===== src/rtl/spi_slave_pkg.sv =====
// Shared types and constants for the SPI responder.
// State encoding, synchronizer depth and default frame width live here so the
// core and its synchronizer agree on them.
package spi_slave_pkg;

  // Responder FSM states; WAIT_IDLE is entered from reset.
  typedef enum logic [1:0] {
    WAIT_IDLE = 2'd0,
    IDLE      = 2'd1,
    SHIFT     = 2'd2
  } spi_state_t;

  // Flip-flops in each pin synchronizer.
  localparam int SPI_SYNC_STAGES = 2;

  // Default frame length in bits.
  localparam int SPI_DATA_W_DEFAULT = 32;

endpackage


===== src/rtl/spi_sync_edge.sv =====
// N-stage synchronizer for an asynchronous pin, with single-cycle rise and
// fall pulses derived from the synchronized value. The reset value of the
// chain is a parameter so that a select line can start out "asserted" and
// never produce a spurious edge straight out of reset.
module spi_sync_edge
  import spi_slave_pkg::*;
#(
  parameter int   STAGES  = SPI_SYNC_STAGES,
  parameter logic RST_VAL = 1'b0
) (
  input  logic clk,
  input  logic reset_n,
  input  logic din,
  output logic dout,
  output logic rise,
  output logic fall
);

  logic [STAGES-1:0] sync_reg;
  logic              prev_reg;

  // Shift the pin through the synchronizer and remember the previous output.
  always_ff @(posedge clk or negedge reset_n) begin
    if (!reset_n) begin
      sync_reg <= {STAGES{RST_VAL}};
      prev_reg <= RST_VAL;
    end else begin
      sync_reg <= {sync_reg[STAGES-2:0], din};
      prev_reg <= sync_reg[STAGES-1];
    end
  end

  assign dout = sync_reg[STAGES-1];
  assign rise = dout & ~prev_reg;
  assign fall = ~dout & prev_reg;

endmodule


===== src/rtl/spi_slave_core.sv =====
// Mode-0, MSB-first SPI responder oversampled on the system clock.
// Receives DATA_W-bit frames on mosi, replies with a preloaded word on miso,
// and supports back-to-back frames under one select.
// Optional feature: define SPI_SLAVE_OVERRUN_EN to enable the sticky
// rx_overrun flag; otherwise rx_overrun is tied low.
module spi_slave_core
  import spi_slave_pkg::*;
#(
  parameter int DATA_W = SPI_DATA_W_DEFAULT
) (
  input  logic              clk,
  input  logic              reset_n,
  input  logic              sclk,
  input  logic              ss_n,
  input  logic              mosi,
  output logic              miso,
  output logic              miso_oe,
  input  logic [DATA_W-1:0] tx_data,
  input  logic              tx_valid,
  output logic              tx_ready,
  output logic [DATA_W-1:0] rx_data,
  output logic              rx_valid,
  input  logic              rx_ack,
  output logic              tx_underrun,
  output logic              frame_abort,
  output logic              rx_overrun,
  output logic              busy
);

  localparam int              CNT_W    = $clog2(DATA_W + 1);
  localparam logic [CNT_W-1:0] CNT_DONE = CNT_W'(DATA_W);

  // Synchronized pins and edge pulses.
  logic sclk_s, sclk_rise, sclk_fall;
  logic ss_s, ss_rise, ss_fall;
  logic mosi_s, unused_mosi_rise, unused_mosi_fall;

  // Select resets to "asserted" so a reset taken mid-frame waits for a real
  // deselect instead of seeing a phantom falling edge.
  spi_sync_edge #(.STAGES(SPI_SYNC_STAGES), .RST_VAL(1'b0)) u_sync_sclk (
    .clk(clk), .reset_n(reset_n), .din(sclk),
    .dout(sclk_s), .rise(sclk_rise), .fall(sclk_fall)
  );

  spi_sync_edge #(.STAGES(SPI_SYNC_STAGES), .RST_VAL(1'b0)) u_sync_ss (
    .clk(clk), .reset_n(reset_n), .din(ss_n),
    .dout(ss_s), .rise(ss_rise), .fall(ss_fall)
  );

  spi_sync_edge #(.STAGES(SPI_SYNC_STAGES), .RST_VAL(1'b0)) u_sync_mosi (
    .clk(clk), .reset_n(reset_n), .din(mosi),
    .dout(mosi_s), .rise(unused_mosi_rise), .fall(unused_mosi_fall)
  );

  spi_state_t        state_reg;
  logic [CNT_W-1:0]  cnt_reg;
  logic              reload_reg;
  logic [DATA_W-1:0] rx_shift_reg;
  logic [DATA_W-1:0] tx_shift_reg;
  logic [DATA_W-1:0] hold_data_reg;
  logic              hold_full_reg;
  logic [DATA_W-1:0] rx_data_reg;
  logic              rx_valid_reg;
  logic              miso_reg;
  logic              underrun_reg;
  logic              abort_reg;

  logic              complete;
  logic              load_req;
  logic              load_underrun;
  logic              handshake;
  logic [DATA_W-1:0] load_word;

  // A frame completes the cycle after the last bit has been shifted in.
  // A reload happens at frame start, or on the first fall after completion
  // unless select is dropping at the same time (the trailing fall of the
  // final frame must not consume the holding register).
  always_comb begin
    complete      = (state_reg == SHIFT) && (cnt_reg == CNT_DONE);
    load_req      = ((state_reg == IDLE) && ss_fall) ||
                    ((state_reg == SHIFT) && reload_reg && sclk_fall && !ss_rise);
    load_underrun = !hold_full_reg && !tx_valid;
    load_word     = '0;
    if (hold_full_reg) begin
      load_word = hold_data_reg;
    end else if (tx_valid) begin
      load_word = tx_data;
    end
    // A load from an empty register with tx_valid high is a bypass and
    // consumes the word, so it must not also fill the holding register.
    handshake     = tx_valid && !hold_full_reg && !load_req;
  end

  // Holding register: filled by the user handshake, emptied by a load.
  always_ff @(posedge clk or negedge reset_n) begin
    if (!reset_n) begin
      hold_full_reg <= 1'b0;
      hold_data_reg <= '0;
    end else if (load_req && hold_full_reg) begin
      hold_full_reg <= 1'b0;
    end else if (handshake) begin
      hold_full_reg <= 1'b1;
      hold_data_reg <= tx_data;
    end
  end

  // Main FSM: frame framing, bit counting, shift registers and abort pulse.
  always_ff @(posedge clk or negedge reset_n) begin
    if (!reset_n) begin
      state_reg    <= WAIT_IDLE;
      cnt_reg      <= '0;
      reload_reg   <= 1'b0;
      rx_shift_reg <= '0;
      tx_shift_reg <= '0;
      abort_reg    <= 1'b0;
    end else begin
      abort_reg <= 1'b0;
      case (state_reg)
        WAIT_IDLE: begin
          if (ss_s) state_reg <= IDLE;
        end
        IDLE: begin
          if (ss_fall) begin
            state_reg    <= SHIFT;
            cnt_reg      <= '0;
            reload_reg   <= 1'b0;
            tx_shift_reg <= load_word;
          end
        end
        SHIFT: begin
          if (complete) begin
            cnt_reg    <= '0;
            reload_reg <= 1'b1;
          end else if (sclk_rise) begin
            rx_shift_reg <= {rx_shift_reg[DATA_W-2:0], mosi_s};
            cnt_reg      <= cnt_reg + 1'b1;
          end
          if (load_req) begin
            tx_shift_reg <= load_word;
            reload_reg   <= 1'b0;
          end else if (sclk_fall && !reload_reg) begin
            tx_shift_reg <= {tx_shift_reg[DATA_W-2:0], 1'b0};
          end
          if (ss_rise) begin
            state_reg  <= IDLE;
            reload_reg <= 1'b0;
            if (cnt_reg != '0 && cnt_reg != CNT_DONE) abort_reg <= 1'b1;
          end
        end
        default: state_reg <= WAIT_IDLE;
      endcase
    end
  end

  // Receive side: publish completed frames; a same-cycle ack loses to new data.
  always_ff @(posedge clk or negedge reset_n) begin
    if (!reset_n) begin
      rx_data_reg  <= '0;
      rx_valid_reg <= 1'b0;
    end else if (complete) begin
      rx_data_reg  <= rx_shift_reg;
      rx_valid_reg <= 1'b1;
    end else if (rx_ack) begin
      rx_valid_reg <= 1'b0;
    end
  end

  // Registered pin and pulse outputs.
  always_ff @(posedge clk or negedge reset_n) begin
    if (!reset_n) begin
      miso_reg     <= 1'b0;
      underrun_reg <= 1'b0;
    end else begin
      miso_reg     <= (state_reg == SHIFT) ? tx_shift_reg[DATA_W-1] : 1'b0;
      underrun_reg <= load_req && load_underrun;
    end
  end

`ifdef SPI_SLAVE_OVERRUN_EN
  logic overrun_reg;

  // Sticky overrun: a frame landed on unread data without a same-cycle ack.
  always_ff @(posedge clk or negedge reset_n) begin
    if (!reset_n) begin
      overrun_reg <= 1'b0;
    end else if (complete && rx_valid_reg && !rx_ack) begin
      overrun_reg <= 1'b1;
    end else if (rx_ack) begin
      overrun_reg <= 1'b0;
    end
  end

  assign rx_overrun = overrun_reg;
`else
  assign rx_overrun = 1'b0;
`endif

  assign miso        = miso_reg;
  assign miso_oe     = (state_reg == SHIFT);
  assign busy        = (state_reg == SHIFT);
  assign tx_ready    = !hold_full_reg;
  assign rx_data     = rx_data_reg;
  assign rx_valid    = rx_valid_reg;
  assign tx_underrun = underrun_reg;
  assign frame_abort = abort_reg;

endmodule


===== config.mk =====
export PLATFORM = sky130hd
export DESIGN_NAME = spi_slave_core
export DESIGN_NICKNAME = d
export VERILOG_FILES = /design/src/rtl/spi_slave_pkg.sv /design/src/rtl/spi_sync_edge.sv /design/src/rtl/spi_slave_core.sv
export SDC_FILE = /design/constraint.sdc
export NUM_CORES = 1
export LEC_CHECK = 0
export CAP_MARGIN = 25
export CORE_MARGIN = 5
export CORE_UTILIZATION = 54
export DETAILED_ROUTE_END_ITERATION = 10
export HOLD_SLACK_MARGIN = 0.02
export PLACE_DENSITY = 0.87
export REMOVE_ABC_BUFFERS = 1
export SLEW_MARGIN = 10
export SYNTH_ARGS = -nofsm -noshare
export SYNTH_HDL_FRONTEND = slang
export SYNTH_SLANG_ARGS = --single-unit

===== constraint.sdc =====
create_clock -name clk -period 2.7 [get_ports clk]
set_input_delay 0.27 -clock clk [delete_from_list [all_inputs] [get_ports clk]]
set_output_delay 0.27 -clock clk [all_outputs]
set_load 0.01 [all_outputs]

Word-level counts from Yosys, hierarchy flattened

Index checks and enable logic that the tools add are counted.

Equality and inequality tests: 10
Reduce and logical (&&, ||, !) cells: 29
Shifts and indexed selects: 0
Magnitude comparators: 0
Multipliers: 0
Muxes and demuxes: 27
Add/sub/neg operators: 1
Div/mod/pow operators: 0
Bitwise logic cells: 10

Operator list:

| cell                | count |
|---|---|
| $mux 32             | 5 |
| $pmux 32 s2         | 1 |
| $mux 6              | 3 |
| $reduce_and 3->1    | 5 |
| $logic_and 1x1->1   | 12 |
| $mux 1              | 12 |
| $pmux 6 s2          | 1 |
| $add 6x1->6 const B | 1 |
| $eq 6x6->1 const B  | 1 |
| $mux 2              | 3 |
| $ne 3x1->1 const B  | 2 |
| $ne 6x6->1 const B  | 1 |
| $not 1->1           | 6 |
| $pmux 2 s3          | 1 |
| $reduce_bool 2->1   | 3 |
| $reduce_bool 6->1   | 1 |
| $logic_not 1->1     | 5 |
| $and 1x1->1         | 4 |
| $ne 2x1->1 const B  | 2 |
| $ne 4x1->1 const B  | 1 |
| $eq 2x1->1 const B  | 1 |
| $eq 2x2->1 const B  | 1 |
| $logic_not 2->1     | 1 |
| $ne 2x2->1 const B  | 1 |
| other kinds (3)     | 3 |

Memories: 0
Output and inout port bits: 40
Latch bits: 0
Memory bits (read-only): 0
Bits in registers: 150
Bits in writable memories: 0

Depth between registers and ports, before layout

Word-level depth: 9
Gate-level depth with buffers: 9
Mapped depth without buffers: 6

By module

A second synthesis with hierarchy kept.

Cells, all modules: 483
Area, all modules: 6615.1 sq um

Modules (own cells, without submodules):

| module         | cells each | area each (sq um) | seq. area each (sq um) | instances |
|---|---|---|---|---|
| spi_slave_core | 468        | 6344.8            | 3553.4                 | 1 |
| spi_sync_edge  | 5          | 90.1              | 75.1                   | 3 |

Worst setup path before layout

OpenSTA, ideal clock, no wires.

Kind: reg-to-reg
Start point: register state_reg[0]
End point: register hold_data_reg[0]
Path slack: 0.574 ns
Required time: 2.575 ns
Library setup time: 0.125 ns
Data arrival time: 2.001 ns
Stages on the path, launching flop included: 10
Cell sequence: dfrtp_1 -> inv_1 -> ha_1 -> buf_6 -> inv_6 -> o31a_4 -> and2_1 -> buf_6 -> buf_12 -> mux2_4

Cells in the longest elaborated chain, start to end: 8

RTL lines:

| element                                                     | line                                       | text |
|---|---|---|
| start: declaration                                          | spi_slave_core.sv:55                       | `spi_state_t state_reg;` |
| start signal: assignment                                    | spi_slave_core.sv:110                      | `state_reg <= WAIT_IDLE;` |
| start signal: assignment                                    | spi_slave_core.sv:120                      | `if (ss_s) state_reg <= IDLE;` |
| start signal: assignment                                    | spi_slave_core.sv:124                      | `state_reg <= SHIFT;` |
| $eq 2x2->1 *                                                | n/a                                        |  |
| named net busy                                              | spi_slave_core.sv:27                       | `output logic busy` |
| $logic_and 1x1->1 * (3 in a row)                            | spi_slave_core.sv:81                       | `((state_reg == SHIFT) && reload_reg && sclk_fall && !ss_rise);` |
| $logic_or 1x1->1 *                                          | spi_slave_core.sv:80                       | `load_req = ((state_reg == IDLE) && ss_fall) \|\|` |
| $logic_not 1->1 / $logic_and 1x1->1 (equally long branches) | spi_slave_core.sv:91, spi_slave_core.sv:99 |  |
| $logic_and 1x1->1 / $not 1->1 (equally long branches)       | n/a                                        |  |
| $reduce_and 2->1 (no source line) *                         | n/a                                        |  |
| end signal: assignment                                      | spi_slave_core.sv:103                      | `hold_data_reg <= tx_data;` |
| end: declaration                                            | spi_slave_core.sv:60                       | `logic [DATA_W-1:0] hold_data_reg;` |

The timed path passes the listed nets; every way through them passes the cells marked *.
A chain may end at the register's enable or synchronous reset.

Worst setup path after layout

Start point: register state_reg[1]
End point: register hold_data_reg[6]

Cells in the longest elaborated chain, start to end: 8

RTL lines:

| element                                                     | line |
|---|---|
| $eq 2x2->1                                                  | spi_slave_core.sv:81 |
| $logic_and 1x1->1 (3 in a row)                              | spi_slave_core.sv:81 |
| $logic_or 1x1->1 *                                          | spi_slave_core.sv:80 |
| $logic_not 1->1 / $logic_and 1x1->1 (equally long branches) | spi_slave_core.sv:91, spi_slave_core.sv:99 |
| $logic_and 1x1->1 / $not 1->1 (equally long branches)       | n/a |
| $reduce_and 2->1 (no source line) *                         | n/a |

Every way passes the cells marked *; elsewhere a longest branch is shown, timed or not.

==> summary.md <==
| Metric | Value |
|---|---|
| Main synth FF type | dfrtp_1 |
| Synth Area in Simple Gates | 2.83% |
| Lkg Pwr | approximately 4.1 nW |
| Required time of the critical path | 3.00 ns |
| Worst hold slack | a little under 0.3 ns |
| Die ar. | between 0.01 and 0.015 mm2 |
| Initial Util | between 50% and 60% |
| Slowest stage cell, crit path | and2_2 |
| Max_cap viols | 0 |
| Peak supply drop | between 0.4 and 0.5 mV |
| Post-synth ARST share | 100% |
| Power Density | around 1000 mW/mm2 |
| Layout cells sized above 1 | between 20% and 30% |
| Initial antenna violation count | 0 |
| Total Routing Usage GR | around 19% |
| CTS Buffer Depth | 2 |
| Synthesis-to-finish area growth | 23.4% |
| Initial drt markers | ~200 |
| Post-Synth Adder-Cell Area | between 1 and 1.5% |
| Post-route cell area | ~0.0083 mm2 |
| Critical path's largest stage delay | 0.44 ns |
| DRT antenna net count | 0 |
| Die height | approximately 120 um |
| First-pass GRT wire length | approximately 22000 um |
| CTS clk-pin slew, worst paths | ~0.060 ns |
| CTS HTree Levels | 4 |
| Final slew viol count | 0 |
| Max-Slew Margin vs Limit | a little under a third |
| GPL Wtd Cong | 0.810 |
| Crit path time final | roughly 2.3 ns |
| Num rows | 40 |
| Vias in the first global route | about 4.5k |
| XOR/XNOR share of the synthesized area | less than 1% |
| Clock root cell | clkbuf_16 |
| Via count | a little under 4k |
| Number of vias per cell | between 5 and 6 |
| Area contributors post-synth | dfrtp_1 56%, mux2_2 11%, mux2i_1 9.2% |
| Count of cell types in the netlist | 47 |
| Outcome | completed |
| Critical Path Start Type | flop |
| Die W | about 120 um |
| Final nets | about 600 |
| Fmax | around 0.44 GHz |
| Worst skew pair latency | roughly 0.42 ns |
| Final period util | a little over four fifths |
| CP max FO | 21 |
| Register area share after synthesis | 55.8% |
| Post-synth top area share | 55.8% |
| Clk_skew | 0.0124 ns |
| WL/cell | 18.0 um |
| Synthesized netlist cell count | approximately 470 |
| Final setup violation count | 0 |
| HP Class | in -> reg |
| Final HPWL DP | 8460 um |
| CTS tree | yes |
| Antenna diode count | 0 |
| Number of flops mapped to enable cells by yosys | 0 |
| Worst-Margin Slew | between 1 and 1.5 ns |
| Worst setup EP type | flop |
| Total core area | 0.0121 mm2 |
| WL final | approximately 13000 um |
| Overflow after GRT | 0 |
| Layout fillers | 831 |
| Yosys warnings | 0 |
| Seq cells post-synth | 150 |
| Drt pass-1 iters | 4 |
| Clk sinks | 150 |
| Compound-cell area share of the yosys netlist | between 7 and 8% |
| Largest family of logic cells by synthesized area | multiplexers |
| CP arrival | 2.58 ns |
| Post-synthesis mux area share | between 20% and 30% |
| TritonCTS buffer count | 17 |
| Post-synth top area cell | dfrtp_1 |
| Post-DP Area | 0.00764 mm2 |
| Crit Path Category | reg -> reg |
| Drt drc | 0 |
| Critical path cell sequence | inv_1 > ha_1 > nand3b_1 > o31a_4 > and2_2 > buf_12 > mux2_4 |
| I/O Buffers | 77 |
| Synthesized area per cell | roughly 14 um2 |
| Maximum number of pins on one net before global-route repair | a little under 80 |
| RSZ-0062 raised after global routing | no |
| Post-CTS sizing | 0 |
| Final Hold Fails | 0 |
| Mapped Area | between 0.006 and 0.007 mm2 |
| Power Total | 8.32 mW |
| Ports | 79 |
-- per-stage QoR --
stage                     worst slack (ns)  cells  util (%)  setup TNS (ns)
after global placement               0.259    703      63.1               0
final                                0.420    737      68.6               0
after floorplan                      -1.04    445         -          -43.05
after global routing                 0.293    737      68.6               0
after detailed placement             0.163    703      63.1               0
after CTS                            0.146    736      68.4               0
-- per-layer routing --
metal  vias up  share of wire (%)  global-route usage (%)
li1       1817                  -                       -
met1      2016                 43                    23.8
met2       104                 49                    31.0
met3        15                7.1                    7.71
met4         0                1.4                    6.58
met5         -                  0                       0
-- repair_timing --
| action | in CTS | in global routing |
|---|---|---|
| buffers inserted | 0 | 0 |
| hold endpoints to repair | 73 | 0 |
| hold buffers | 1 | 0 |
| endpoints found under the setup margin | 0 | 0 |
-- path summary, 6_finish.rpt --
kind / endpoint / depth (start not counted) / start / slack [ns]
max in group asynchronous: rx_data[23]$_DFFE_PN0P_ / 3 / reset_n / 1.47
worst max register to register: hold_data_reg[6]$_DFFE_PN0P_ / 7 / state_reg[1]$_DFFE_PN0P_ / 0.42
worst min-delay path: u_sync_ss.sync_reg[0]$_DFF_PN0_ / 1 / ss_n / 0.29
worst min register to register: u_sync_ss.sync_reg[1]$_DFF_PN0_ / 0 / u_sync_ss.sync_reg[0]$_DFF_PN0_ / 0.35
min in group asynchronous: hold_data_reg[29]$_DFFE_PN0P_ / 2 / reset_n / 0.43
worst max-delay path: hold_data_reg[6]$_DFFE_PN0P_ / 7 / state_reg[1]$_DFFE_PN0P_ / 0.42
-- cell families (layout without fill, tap and decap cells) --
family / Yosys count / after routing
AO/OA/AOI/OAI: 54 / 54
XOR/XNOR: 2 / 2
adder cells (fa/ha/maj): 7 / 7
buffers and inverters: 67 / 164
flip-flops: 150 / 150
multiplexers: 160 / 160
other: 1 / 1
AND/OR/NAND/NOR: 31 / 31
-- power by group --
| group | internal (mW) | switching (mW) | leakage (nW) | total [mW] |
|---|---|---|---|---|
| Sequential | 2.82 | 0.335 | 1.95 | 3.15 |
| Combinational | 1.46 | 1.20 | 1.84 | 2.66 |
| Clock | 1.59 | 0.916 | 0.306 | 2.51 |
| Total | 5.88 | 2.45 | 4.09 | 8.32 |
-- cells in the mapped netlist (3+ instances only) --
library cell    n
clkbuf_1        6
a21oi_1         3
buf_12          3
and2_1          3
mux2_2         68
o21ai_0         3
dfrtp_1       150
nand2_1         5
buf_2           6
nor2_1          8
inv_1          39
a22o_1         33
mux2_4         30
ha_1            7
nor2b_1         3
buf_4           8
mux2i_1        62
-- cells in the final DEF, fill, tap and decap left out, types with 3 or more instances in the layout --
cell / count
buf_12: 3
clkdlybuf4s50_1: 76
mux2i_1: 62
clkinv_4: 3
clkbuf_16: 17
mux2_4: 30
bufinv_16: 4
buf_4: 11
nor2_1: 8
a21oi_1: 3
nand2_1: 5
ha_1: 7
clkinv_2: 3
inv_1: 39
dfrtp_1: 150
mux2_2: 68
o21ai_0: 3
a22o_1: 33
-- worst max-delay path: cells and delay by family, from the launching register on --
kind / cells / cell delay (ns)
muxes: 1 / 0.33
and+or+nand+nor: 2 / 0.62
buffers and inverters: 2 / 0.36
DFF: 1 / 0.40
adders and majority gates: 1 / 0.23
AOI/OAI and AO/OA: 1 / 0.21
-- cell type report --
type                       instances  area [um2]  area share, %
clock buffer                      20         457           5.50
clock inverter                    12         176           2.12
inverter                          40         155           1.87
multi-input combinational        255        2630           31.6
sequential                       150        3750           45.2
tap                              168         210           2.53
timing repair buffer              92         925           11.1
(Power assumes the default switching activity.)
==> RTL edit 1 (config.mk and constraints unchanged) <==
Remove the register `underrun_reg`: a continuous assignment takes its place, so the output `tx_underrun` follows one clock earlier.
--- a/src/rtl/spi_slave_core.sv
+++ b/src/rtl/spi_slave_core.sv
@@ -169,12 +169,12 @@
   always_ff @(posedge clk or negedge reset_n) begin
     if (!reset_n) begin
       miso_reg     <= 1'b0;
-      underrun_reg <= 1'b0;
     end else begin
       miso_reg     <= (state_reg == SHIFT) ? tx_shift_reg[DATA_W-1] : 1'b0;
-      underrun_reg <= load_req && load_underrun;
-    end
-  end
+    end
+  end
+
+  assign underrun_reg = load_req && load_underrun;
 
 `ifdef SPI_SLAVE_OVERRUN_EN
   logic overrun_reg;
Function: changed (a bounded check fails within 4 cycles, from zero or initial values and one cycle with reset_n low).
==> RTL edit 1 against the original RTL <==
- area after synthesis decreased by 0.37%
- final area decreased by 0.21%
- setup slack got worse by 0.062 ns
- count of clock-buffer cells in the layout increased by 4
- hold slack got worse by 0.0020 ns
- wire length decreased by 0.51%
- sequential cell count decreased by 1
- total power decreased by 1.4%
==> RTL edit 1: results <==
global_route:
  gr-usage-all-layers: 0.195
  met3_usage: 0.0821
  grt_max_degree: 80
  grt_first_pass_wirelength_mm: 22.4
  gr-usage-met2: 0.314
  grt_use_met1: 0.240
  grt_antenna_before_repair: 1
worst_setup_path:
  endpoint: "rx_data[18]"
  arrival_ns: 2.64
  worst-r2r-setup-slack_ns: 0.36
  critPathLaunch: "cnt_reg[0]"
  cp_max_fo: 18
final_layout:
  final_nets: 598
  drive_above_1_share: 0.268
synth:
  ys_seq_area_frac: 0.556
  yosys-top-cells-area: "dfrtp_1, mux2_2, mux2i_1, mux2_4, a22o_1"
outcome:
  status: "finished, final reports clean"
placed_design:
  dp_hpwl_mm: 8.05
  gp_congestion: 0.780
routing:
  vias: 3930
  drt-initial-drc-count: 232
  wl_met1_mm: 5.75
pwr:
  combPwrFrac: 0.320
  p_total_w: 0.00821
sta:
  slew_headroom: 0.479
RTL edit 1: changes by cell type after synthesis:
cell | unedited run | this run
dfrtp_1 | 150 | 149
RTL edit 1: through the flow:
stage	std cells	area [um^2]	hold WS, ns	TNS [ns]
2_1_floorplan	444	6490	-0.0256	-43.05
3_3_place_gp	698	7620	0.334	0
3_5_place_dp	698	7620	0.335	0
4_1_cts	730	8250	0.271	0
5_1_grt	732	8290	0.276	0
6_report	732	8290	0.287	0
RTL edit 1: cell type report:
| type | instances | area, um^2 |
|---|---|---|
| repair buffers | 89 | 942 |
| inverters | 40 | 155 |
| clock buffers | 24 | 502 |
| clock inverters | 7 | 119 |
| flip-flops and latches | 149 | 3730 |
| well taps | 168 | 210 |
| fillers | 821 | 3820 |
| multi-input cells | 255 | 2630 |
RTL edit 1: repair_timing:
action | in CTS | in global routing
endpoints found under the hold margin | 77 | 0
buffers inserted | 0 | 1
gates resized for setup | 0 | 2
setup endpoints to repair | 0 | 1
hold buffers | 1 | 0
RTL edit 1: how the worst min path moves through the flow:
stage | end | cells after the start
after floorplan | cnt_reg[0] | 0
after global placement | u_sync_mosi.sync_reg[1] | 0
after detailed placement | u_sync_sclk.sync_reg[1] | 0
after CTS | u_sync_ss.sync_reg[0] | 1
after global routing | u_sync_mosi.sync_reg[0] | 1
final | u_sync_ss.sync_reg[0] | 1
RTL edit 1: cell families after synthesis:
group                      share of synthesized area
muxes                                          0.274
DFF                                            0.556
buffers and inverters                         0.0549
AOI/OAI and AO/OA                             0.0704
and+or+nand+nor                               0.0284
adders and majority gates                     0.0131
xor gates and xnor gates                     0.00261
other                                       0.000559
RTL edit 1: critical path: stages (launching register included):
cell and delay, ns:
dfrtp_1 0.40, inv_1 0.10, ha_1 0.16, nor4b_4 0.42, nand3_2 0.51, buf_12 0.35, mux2_2 0.27
==> RTL edit 2 (same settings) <==
Without the edit above. Set the package constant `SPI_DATA_W_DEFAULT` to 64 (it was 32).
--- a/src/rtl/spi_slave_pkg.sv
+++ b/src/rtl/spi_slave_pkg.sv
@@ -14,7 +14,7 @@
   localparam int SPI_SYNC_STAGES = 2;
 
   // Default frame length in bits.
-  localparam int SPI_DATA_W_DEFAULT = 32;
+  localparam int SPI_DATA_W_DEFAULT = 64;
 
 endpackage
 
Interface: changed (resized rx_data and tx_data); port bits go from 79 to 143. No check against the original RTL was run, so the function may have changed too.
==> RTL edit 2 against the original RTL <==
- synthesized cell count up 83%
- total power up 77%
- setup slack worse by 0.18 ns
- maximum frequency down 7.5%
- area after synthesis up 86%
- wire length up 86%
- cell count up 82%
- sequential cell count up 129
- core utilization down 1.0 points
- final area up 85%
- combinational power up 71%
- clock power up 73%
- non-clock buffer count up 70
- largest cell class unchanged
==> RTL edit 2: results <==
outcome:
  status: "finished, final reports clean"
final_layout:
  diodes: 1
  n_all_buffers: 162
  clkCellAreaFrac: 0.0690
  nMultiInputCombCells: 454
  final_nets: 1082
  inverters: 77
  drive_above_1_share: 0.262
  ff_latch_area_mm2: 0.00698
  multi_input_area_mm2: 0.00493
  nClkBuffers: 43
placed_design:
  dpl_cell_area_mm2: 0.0143
  dp_hpwl_mm: 15.3
  port_buffers: 141
  gp_congestion: 0.746
worst_setup_path:
  cp_top_family: "compound AO/OA/AOI/OAI gates"
  slowest_delay_ns: 0.56
global_route:
  grt_max_degree: 83
  grt_first_pass_wirelength_mm: 41.4
  grt_pass1_vias: 7910
  gr-usage-all-layers: 0.189
pwr:
  ir_drop_mv: 0.521
  power_density_mw_per_mm2: 955
  leakage_nw: 7.95
synth:
  muxShareOfSynthArea: 0.308
  synth_fa_ha_area_frac: 0.00698
  ys_ff_latch: 279
  synth_cells: 862
  synthTopCellsByCount: "dfrtp_1, mux2i_1, mux2_4"
  synthXorXnorAreaFrac: 0
  synth-compound-area-share: 0.0576
hold_path:
  worstHoldStart: "sclk"
clocking:
  cts_buffer_depth: 3
  clk_latency_ns: 0.54
sta:
  finClkSkew_ns: 0.00727
  worst_pin_slew_ns: 0.642
  finalHoldWorstSlack_ns: 0.182
  setup_ws_ns: 0.235
routing:
  via_per_inst: 5.39
  wl_per_cell_um: 18.5
  drt-initial-drc-count: 311
floorplanning:
  std_cell_rows: 55
==> RTL edit 2: cell count changes in the layout (fill, tap and decap cells not counted), sizes merged, moves of 23 or more <==
| cell | unedited run | this run |
|---|---|---|
| a22o | 33 | 63 |
| mux2 | 98 | 193 |
| dfrtp | 150 | 279 |
| clkdlybuf4s50 | 76 | 140 |
| inv | 40 | 77 |
| clkbuf | 20 | 43 |
| mux2i | 62 | 128 |
==> RTL edit 2: kinds of logic after synthesis <==
family / count (synthesis)
mux: 321
simple gates: 36
compound gates: 89
flops: 279
fa+ha+maj: 7
buf+inv: 129
other cells: 1
==> RTL edit 2: power by group <==
part | internal, W | switching, W
sequential | 0.00525 | 0.000555
combinational | 0.00245 | 0.00209
clock | 0.00275 | 0.00160
==> RTL edit 2: per-layer routing <==
layer  GRT usage  up-vias  part of all wire
met5           0        -           0.00049
met4      0.0438        2             0.020
met3      0.0453       41             0.057
met2       0.305      175              0.46
met1       0.263     3696              0.46
li1            -     3315                 -
